`config.mk`:
```
export PLATFORM = sky130hd
export DESIGN_NAME = irrigation_bcd_timer
export DESIGN_NICKNAME = d
export VERILOG_FILES = /design/src/rtl/irrigation_timer_pkg.sv /design/src/rtl/irrigation_bcd_timer_bcd_digit.sv /design/src/rtl/irrigation_bcd_timer.sv
export SDC_FILE = /design/constraint.sdc
export NUM_CORES = 1
export LEC_CHECK = 0
export CORE_UTILIZATION = 40
export CTS_BUF_LIST = sky130_fd_sc_hd__clkbuf_4 sky130_fd_sc_hd__clkbuf_8 sky130_fd_sc_hd__clkbuf_16
export DETAILED_ROUTE_END_ITERATION = 8
export GPL_TIMING_DRIVEN = 1
export PLACE_DENSITY = 0.65
export SLEW_MARGIN = 15
export SYNTH_ARGS = -nofsm -noshare
export SYNTH_HDL_FRONTEND = slang
export SYNTH_SLANG_ARGS = --single-unit
```
`constraint.sdc`:
```
create_clock -name clk -period 2.7 [get_ports clk]
set_input_delay 0.405 -clock clk [delete_from_list [all_inputs] [get_ports clk]]
set_output_delay 0.405 -clock clk [all_outputs]
set_load 0.01 [all_outputs]
```
`src/rtl/irrigation_timer_pkg.sv`:
```
// Shared types, limits and preset sanitising for the irrigation mm:ss BCD timer.
package irrigation_timer_pkg;

    typedef enum logic [1:0] {
        IDLE,
        RUN,
        PAUSED,
        DONE
    } state_t;

    typedef logic [3:0] bcd_t;

    localparam bcd_t BCD_MAX      = 4'd9;
    localparam bcd_t SEC_TENS_MAX = 4'd5;

    // Out-of-range preset nibbles are clamped to the digit's own maximum.
    function automatic bcd_t sanitise(input bcd_t value, input bcd_t max);
        return (value > max) ? max : value;
    endfunction

endpackage

```
`src/rtl/irrigation_bcd_timer_bcd_digit.sv`:
```
// One loadable up/down BCD digit of the timer cascade with ripple carry/borrow.
module bcd_digit
    import irrigation_timer_pkg::*;
#(
    parameter bcd_t MAX = BCD_MAX
) (
    input  logic clk,
    input  logic clear_n,
    input  logic step,
    input  logic up,
    input  logic cin,
    input  logic load,
    input  bcd_t load_value,
    output bcd_t value,
    output logic cout,
    output logic at_zero,
    output logic at_max
);

    always_comb begin
        at_zero = (value == '0);
        at_max  = (value == MAX);
        cout    = cin && (up ? at_max : at_zero);
    end

    always_ff @(posedge clk or negedge clear_n) begin
        if (!clear_n) begin
            value <= '0;
        end else if (load) begin
            value <= sanitise(load_value, MAX);
        end else if (step && cin) begin
            if (up) begin
                value <= at_max ? '0 : value + 4'd1;
            end else begin
                value <= at_zero ? MAX : value - 4'd1;
            end
        end
    end

endmodule

```
`src/rtl/irrigation_bcd_timer.sv`:
```
// Pausable, loadable mm:ss BCD countdown/count-up timer with a 1 Hz prescaler,
// driving the display digits and the valve sequencer's running/done flags.
module irrigation_bcd_timer
    import irrigation_timer_pkg::*;
#(
    parameter int TICK_DIV   = 50_000_000,
    parameter int MIN_DIGITS = 2
) (
    input  logic                        clk,
    input  logic                        clear_n,
    input  logic                        load,
    input  logic [4*(MIN_DIGITS+2)-1:0] preset,
    input  logic                        start,
    input  logic                        pause,
    input  logic                        mode_up,
    output logic [4*(MIN_DIGITS+2)-1:0] digits,
    output logic                        running,
    output logic                        sec_pulse,
    output logic                        done
);

    localparam int N  = MIN_DIGITS + 2;
    localparam int PW = (TICK_DIV > 1) ? $clog2(TICK_DIV) : 1;

    state_t        state;
    logic [PW-1:0] presc;
    logic          dir_up;
    logic [N:0]    chain;
    logic [N-1:0]  at_zero;
    logic [N-1:0]  at_max;
    logic          pause_run;
    logic          start_ok;
    logic          tick;
    logic          step;
    logic          all_zero;
    logic          all_max;
    logic          last_step;

    assign chain[0] = 1'b1;

    for (genvar i = 0; i < N; i++) begin : g_digit
        localparam bcd_t DMAX = (i == 1) ? SEC_TENS_MAX : BCD_MAX;
        bcd_digit #(.MAX(DMAX)) u_digit (
            .clk        (clk),
            .clear_n    (clear_n),
            .step       (step),
            .up         (dir_up),
            .cin        (chain[i]),
            .load       (load),
            .load_value (preset[4*i +: 4]),
            .value      (digits[4*i +: 4]),
            .cout       (chain[i+1]),
            .at_zero    (at_zero[i]),
            .at_max     (at_max[i])
        );
    end

    always_comb begin
        pause_run = pause && (state == RUN);
        start_ok  = start && ((state == IDLE) || (state == PAUSED));
        all_zero  = &at_zero;
        all_max   = &at_max;
        // chain[N] means every digit already sits at its limit; such a count never steps.
        tick      = (state == RUN) && (presc == PW'(TICK_DIV - 1)) && !chain[N];
        step      = tick && !load && !pause_run;
        // The step about to happen lands on the terminal value: ..:01 going down, 9..9:58 going up.
        last_step = dir_up ? ((digits[3:0] == BCD_MAX - 4'd1) && (&at_max[N-1:1]))
                           : ((digits[3:0] == 4'd1) && (&at_zero[N-1:1]));
    end

    always_ff @(posedge clk or negedge clear_n) begin
        if (!clear_n) begin
            state     <= IDLE;
            presc     <= '0;
            dir_up    <= 1'b0;
            running   <= 1'b0;
            sec_pulse <= 1'b0;
            done      <= 1'b0;
        end else begin
            sec_pulse <= 1'b0;
            done      <= 1'b0;
            if (load) begin
                state   <= IDLE;
                presc   <= '0;
                running <= 1'b0;
            end else if (pause_run) begin
                state   <= PAUSED;
                running <= 1'b0;
            end else if (start_ok) begin
                dir_up <= mode_up;
                if (mode_up ? all_max : all_zero) begin
                    state   <= DONE;
                    running <= 1'b0;
                    done    <= 1'b1;
                end else begin
                    state   <= RUN;
                    running <= 1'b1;
                end
            end else if (state == RUN) begin
                if (tick) begin
                    presc     <= '0;
                    sec_pulse <= 1'b1;
                    if (last_step) begin
                        state   <= DONE;
                        running <= 1'b0;
                        done    <= 1'b1;
                    end
                end else begin
                    presc <= presc + PW'(1);
                end
            end
        end
    end

endmodule
```
==> out/qor.txt, run 1 <==
status = complete, no violations
final hold vios = 0
post-route clock skew = 11.1 ps
DRC Markers = 0
total number of vias = 3,003
layout cells sized above 1 = 10.6%
ys async rst share = 100%
Synth area leaders = dfrtp_1 (37%), xor2_1 (4.3%), nor2_1 (4.2%), o21ai_0 (4.1%), nand2_1 (3.8%)
most frequent cells in the layout = dfrtp_1 (48), clkdlybuf4s50_1 (39), nor2_1 (37)
Syn Nets = 414
Routed Antenna Nets = 0
RSZ-0062 raised after global routing = no
mean area per synthesized cell = 8.38 um2
routability cong. = 0.861
largest net degree at the start of global routing = 40
Util after Layout = 50.7%
Net Sw Frac = 28.4%
sequential fraction of the synthesis area = 36.7%
achievable frequency = 409 MHz
Synth Area in Compound Gates = 17.7%
Synth Area in Simple Gates = 28.6%
Worst R2R Setup Slack = 250 ps
global route overflow = 0
worst path cell trace = buf_4 > or3_1 > a21oi_1 > nand4_2 > and2_1 > or2_4 > a32o_1
reg2reg start = dir_up$_DFFE_PN0P_
Post-synth EDFFs = 0
vias per cell = 5.61
RR Endpoint = g_digit[3].u_digit.value[3]$_DFFE_PN0P_
starting density of the core = 42.0%
Worst Setup Start Kind = register
Pleak = 1.59 nW
Slew Limit Fails = 0
Worst Setup End Kind = register
Post-Synth XOR/XNOR Area = 7.22%
cts bufs inserted = 5
Core ar. = 7810 um2
met1 Use GR = 29.0%
cell row count = 32
initial antenna violation count = 0
largest family of logic cells by synthesized area = simple AND/OR/NAND/NOR gates
CTS tree = yes
# clock sinks = 48
Slowest cell on crit path = dfrtp_1
gr busiest metal = met1
CP max stage delay = 430 ps
post-DP HPWL = 5.61 mm
n_diodes = 0
grt met2 use = 28.5%
Die H = 92.5 um
clock share of power = 32.2%
Top delay family on crit path = simple AND/OR/NAND/NOR gates
area share of the largest cell type after synthesis = 36.7%
final setup TNS = 0 ps
WP depth = 7
count of cell types in the netlist = 62
P&R area growth vs syn = 20.7%
internal power = 0.00127 W
clock-pin slew on the worst setup and hold paths = 90 ps
Ys Warns = 0
P per Cell Area = 447 nW/um2
number of nets in the layout = 455
Tcrit/Tclk final = 90.6%
CP Class = reg -> reg
Max-Cap Viols = 0
DR iter-0 viols = 185
Synth Flop Type = dfrtp_1
Peak VDD IR = 0.311 mV
met3 Use GR = 2.46%
critical path arrival = 2640 ps
cell area after synthesis = 3280 um2
# IOs = 41
GRT Util Overall = 19.3%
Tmin final = 2450 ps
power share of the combinational group = 23.9%
number of global-route vias before repair = 2,769
mux contribution to synthesized area = 4.01%
Clock Tree Buf Depth = 2
Reg2Reg Depth = 7
Die Wd = 92.5 um
drt pass-1 iters = 4
Clock Latency Late Sink = 310 ps
Max-slew headroom = 66.1%
Root Driver = clkbuf_8
Worst Tran Pin Value = 505 ps
#FFs+latches synth = 48
largest area contributor in the netlist = dfrtp_1
WL/cell = 14.7 um
WL final = 7.85 mm
Adder-Cell Fraction of Synth Area = 0.382%
Psw = 0.000502 W
commonest non-fill, non-tap cell in the layout = dfrtp_1
first-pass GRT wire length = 13.2 mm
Worst Path Required = 2890 ps
Hold WC Path Type = in -> async
share of power burned in registers = 43.9%
setup violators final = 0
Post-Syn Instances = 391
CTS H-tree lvls = 2
die area = 8560 um2
worst-path fanout max = 21
Port Buffer Count = 40
WP buf/inv = 1
flip-flops by register name (all words and copies together) (netlist names):
signal	count
presc	26
g_digit.u_digit.value	16
state	2
dir_up	1
done	1
running	1
sec_pulse	1
cell type report:
cell class | count | area, um2
Clock buffer | 7 | 96.3
Clock inverter | 1 | 30.0
Fill cell | 746 | 3850
Inverter | 11 | 41.3
Multi-Input combinational cell | 305 | 1910
Sequential cell | 48 | 1200
Tap cell | 102 | 128
Timing Repair Buffer | 61 | 553
worst register-to-register path: cells and delay by family, from the launching register on:
kind	cells	cell delay [ps]
buffers and inverters	1	200
AO/OA/AOI/OAI	2	520
flip-flops	1	430
AND/OR/NAND/NOR	4	1180
power groups by stage:
| stage | Sequential (W) | Combinational, W | Clock [W] |
|---|---|---|---|
| global placement | 0.000788 | 0.000417 | 0 |
| global route | 0.000781 | 0.000469 | 0.000602 |
| finish | 0.000775 | 0.000423 | 0.000568 |
| CTS | 0.000775 | 0.000423 | 0.000580 |
| floorplan | 0.000788 | 0.000259 | 0 |
| detailed placement | 0.000790 | 0.000421 | 0 |
cells by family after synthesis:
group                      Yosys count
adders and majority gates            1
buffers and inverters               38
xor gates and xnor gates            27
AOI/OAI and AO/OA                   90
muxes                               13
DFF                                 48
and+or+nand+nor                    174
worst max path at each step:
stage                                                    to  slack (ps)                                     from
floorplan           g_digit[3].u_digit.value[3]$_DFFE_PN0P_         400  g_digit[0].u_digit.value[0]$_DFFE_PN0P_
global placement    g_digit[2].u_digit.value[1]$_DFFE_PN0P_         170                                     load
detailed placement  g_digit[2].u_digit.value[2]$_DFFE_PN0P_          40                     presc[0]$_DFFE_PN0P_
CTS                 g_digit[2].u_digit.value[2]$_DFFE_PN0P_           8                     presc[0]$_DFFE_PN0P_
global route        g_digit[0].u_digit.value[3]$_DFFE_PN0P_          70                     presc[0]$_DFFE_PN0P_
finish              g_digit[3].u_digit.value[3]$_DFFE_PN0P_         250                       dir_up$_DFFE_PN0P_
cells in the mapped netlist, drive strengths merged, types with 3 or more instances:
library cell / number
dfrtp: 48
nor2: 37
nand2: 33
o21ai: 29
nand3: 24
a21oi: 23
clkbuf: 22
xor2: 16
nand4: 14
mux2i: 12
xnor2: 11
inv: 10
nor3: 8
nor4: 7
o22ai: 7
or3: 7
and3: 6
nand3b: 6
buf: 5
nand4b: 5
nor2b: 5
a22oi: 4
and2: 4
o21a: 4
or2: 4
a31oi: 3
nand2b: 3
or4: 3
metal layers:
layer  vias to the layer above  part of all wire, %
met1                      1421                   49
met4                         0                  1.0
li1                       1500                    -
met3                        10                  5.1
met5                         -                    0
met2                        72                   45
what timing repair did:
item	4_1_cts	5_1_grt
hold buffers	0	0
setup buffers	0	1
setup endpoints to repair	0	32
gates resized for setup	0	1
through the flow:
| step | instances | area [um2] | hold WS [ps] | setup WS (ps) | total power, W |
|---|---|---|---|---|---|
| 2_1_floorplan | 391 | 3280 | 109 | 399 | 0.00105 |
| 3_3_place_gp | 526 | 3810 | 356 | 171 | 0.00121 |
| 3_5_place_dp | 526 | 3810 | 363 | 39.9 | 0.00121 |
| 4_1_cts | 534 | 3940 | 27.6 | 8.25 | 0.00178 |
| 5_1_grt | 535 | 3960 | 41.2 | 65.6 | 0.00185 |
| 6_report | 535 | 3960 | 22.1 | 253 | 0.00177 |
(Power assumes the default switching activity.)
==> run 2, diff against run 1 <==
--- a/config.mk
+++ b/config.mk
@@ -5,11 +5,12 @@
 export SDC_FILE = /design/constraint.sdc
 export NUM_CORES = 1
 export LEC_CHECK = 0
+export ABC_AREA = 1
 export CORE_UTILIZATION = 40
 export CTS_BUF_LIST = sky130_fd_sc_hd__clkbuf_4 sky130_fd_sc_hd__clkbuf_8 sky130_fd_sc_hd__clkbuf_16
 export DETAILED_ROUTE_END_ITERATION = 8
 export GPL_TIMING_DRIVEN = 1
-export PLACE_DENSITY = 0.65
+export PLACE_DENSITY = 0.64
 export SLEW_MARGIN = 15
 export SYNTH_ARGS = -nofsm -noshare
 export SYNTH_HDL_FRONTEND = slang
==> run 2 against run 1 <==
Compared with the run above: the flow now finishes with violations (negative hold slack); routed wire length up 13%; flip-flop and latch count stayed put; clock skew down 5.7 ps; non-clock buffer count down 11; final cell count increased by 26%; largest power group unchanged; core utilization down 1.3 points; combinational power rose by 86%; register-to-register slack better by 250 ps.
==> out/qor.txt, run 2 <==
status = finished, violations left
failing checks = negative hold slack
WL/cell = 13.2 um (-9.9%)
achievable frequency = 454 MHz (+11%)
critical path arrival = 2410 ps (-230 ps)
initial antenna violation count = 0 (unchanged)
Slew Limit Fails = 0 (unchanged)
n_diodes = 0 (unchanged)
post-route clock skew = 5.38 ps (-5.67 ps)
Worst Setup Start Kind = register
largest registers = presc x26, g_digit.u_digit.value x16, state x2
Psw = 0.000841 W (+68%)
largest net degree at the start of global routing = 20 (-50%)
Peak VDD IR = 0.356 mV (+14%)
# IOs = 41 (unchanged)
P&R area growth vs syn = 18.0%
Largest register FFs = 26 (unchanged)
WL final = 8.90 mm (+13%)
Clock Tree Buf Depth = 2 (unchanged)
most frequent cells in the layout = nand2_1 (145), nor2_1 (65), nand3_1 (61)
top cells by count, synth = nand2_1 (145), nor2_1 (65), nand3_1 (61)
first-pass GRT wire length = 15.2 mm (+15%)
post-DP HPWL = 6.81 mm (+21%)
Post-Syn Instances = 525 (+34%)
Post CTS Setup Buffer Count = 0 (unchanged)
Tmin final = 2200 ps (-245 ps)
DR iter-0 viols = 221 (+19%)
Reg with most FFs = presc
routability cong. = 0.879 (+2.1%)
Worst Setup End Kind = register
ys async rst share = 100% (unchanged)
total number of vias = 3,507 (+17%)
starting density of the core = 41.9% (-0.10 points)
Worst Path Required = 2900 ps (about the same)
internal power = 0.00138 W (+9.4%)
layout cells sized above 1 = 8.10% (-2.5 points)
Post-synth EDFFs = 0 (unchanged)
Worst Tran Pin Value = 553 ps (+47.2 ps)
power after layout = 0.00222 W (+26%)
worst-path fanout max = 19 (-9.5%)
Util after Layout = 49.4% (-1.3 points)
sequential fraction of the synthesis area = 34.6% (-2.1 points)
Clock Latency Late Sink = 300 ps (about the same)
CTS H-tree lvls = 2 (unchanged)
DRC Markers = 0 (unchanged)
count of cell types in the netlist = 36 (-42%)
Max-Cap Viols = 0 (unchanged)
final hold slack = -4.62 ps (-26.7 ps)
number of nets in the layout = 590 (+30%)
Die H = 95.2 um (+2.9%)
Ys Warns = 0 (unchanged)
P per Cell Area = 543 nW/um2 (+21%)
post-CTS sizing = 0 (unchanged)
Routed Antenna Nets = 0 (unchanged)
area share of the largest cell type after synthesis = 34.6% (-2.1 points)
clock share of power = 24.4% (-7.8 points)
share of power burned in registers = 40.3% (-3.6 points)
crit path launch = g_digit[0].u_digit.value[2]$_DFFE_PN0P_
die area = 9060 um2 (+5.9%)
# clock sinks = 48 (unchanged)
Max-slew headroom = 63.0% (-3.0 points)
Die Wd = 95.2 um (+2.9%)
final hold vios = 14 (+14)
commonest non-fill, non-tap cell in the layout = nand2_1
Synth Flop Type = dfrtp_1
hold_buf cts = 0 (unchanged)
drt pass-1 iters = 4 (unchanged)
Pleak = 1.91 nW (+20%)
largest area contributor in the netlist = dfrtp_1
#FFs+latches synth = 48 (unchanged)
cell area after synthesis = 3470 um2 (+6.0%)
setup violators final = 0 (unchanged)
Synth area leaders = dfrtp_1 (35%), nand2_1 (16%), nand3_1 (8.8%), nor2_1 (7.0%), inv_1 (6.1%)
final setup TNS = 0 ps (unchanged)
power share of the combinational group = 35.3% (+11 points)
vias per cell = 5.21 (-7.2%)
Tcrit/Tclk final = 81.6% (-9.1 points)
cell row count = 33 (+3.1%)
clock-pin slew on the worst setup and hold paths = 100 ps (about the same)
GRT Util Overall = 21.3% (+2.1 points)
Root Driver = clkbuf_8
Core ar. = 8300 um2 (+6.3%)
reg2reg start = g_digit[0].u_digit.value[2]$_DFFE_PN0P_
Hold WC Path Type = in -> async
Syn Nets = 548 (+32%)
mean area per synthesized cell = 6.62 um2 (-21%)
CTS tree = yes
Net Sw Frac = 37.8% (+9.4 points)
RSZ-0062 raised after global routing = no
CP Class = reg -> reg
global route overflow = 0 (unchanged)
number of global-route vias before repair = 3,190 (+15%)
most instantiated library cell after synthesis = nand2_1
Port Buffer Count = 40 (unchanged)
cts bufs inserted = 5 (unchanged)
-- run 2: cell types whose count changed after synthesis, sizes merged, moves of 6 or more --
cell / change
nand3: +39
nand3b: -6
a21oi: -10
nor4: -7
clkbuf: -16
or3: -7
nor3: +14
mux2i: -12
inv: +50
nand2: +116
xnor2: -7
o22ai: -6
nor2: +38
-- run 2: cell families after synthesis --
kind of cell             Yosys count  share of synthesized area [%]
AND/OR/NAND/NOR                  327                           42.4
buffers and inverters             75                           8.97
AO/OA/AOI/OAI                     54                           8.65
flip-flops                        48                           34.6
XOR/XNOR                          20                           5.04
adder cells (fa/ha/maj)            1                          0.360
-- run 2: final timing paths --
path	slack (ps)	endpoint	cells past startpoint
worst max-delay path	500	g_digit[1].u_digit.value[0]$_DFFE_PN0P_	11
worst min-delay path	-5	running$_DFFE_PN0P_	1
worst max register to register	500	g_digit[1].u_digit.value[0]$_DFFE_PN0P_	11
worst min register to register	510	running$_DFFE_PN0P_	2
max in group asynchronous	2120	presc[1]$_DFFE_PN0P_	2
min in group clk	510	running$_DFFE_PN0P_	2
-- run 2: area by class of cell --
| class | instances | area [um2] |
|---|---|---|
| clock buffer | 5 | 68.8 |
| clock inverter | 3 | 42.5 |
| fill | 831 | 4200 |
| inverter | 60 | 225 |
| multi-input combinational | 402 | 1960 |
| sequential | 48 | 1200 |
| tap | 105 | 131 |
| timing repair buffer | 50 | 470 |
-- run 2: routing by layer --
layer	vias up	track usage [%]	part of all wire (%)
met1	1617	31.5	51
met4	0	5.05	1.5
met5	-	0	0
li1	1793	-	-
met2	86	32.9	43
met3	11	2.71	4.3
-- run 2: power groups by stage --
stage	combinational (W)	sequential (W)	clock, W
after floorplan	0.000479	0.000909	0
after detailed placement	0.000782	0.000909	0
after global placement	0.000768	0.000909	0
after global routing	0.000891	0.000916	0.000576
final	0.000785	0.000898	0.000542
after CTS	0.000786	0.000897	0.000547
-- run 2: through the flow --
step / area [um2] / std cells / worst slack, ps
floorplan: 3470 / 525 / 978
global placement: 3990 / 665 / 588
detailed placement: 3990 / 665 / 508
CTS: 4100 / 673 / 495
global route: 4100 / 673 / 323
finish: 4100 / 673 / 498
-- run 2: worst max-delay path, cell delays in order (launching register included) --
cell	delay, ps
dfrtp_1	460
nor2_1	240
nand2_1	140
nand2_1	110
nand2_2	110
nor2_4	160
nand3_4	120
nand3_2	110
nand2_2	220
buf_4	280
nand3_1	90
nand2_1	50
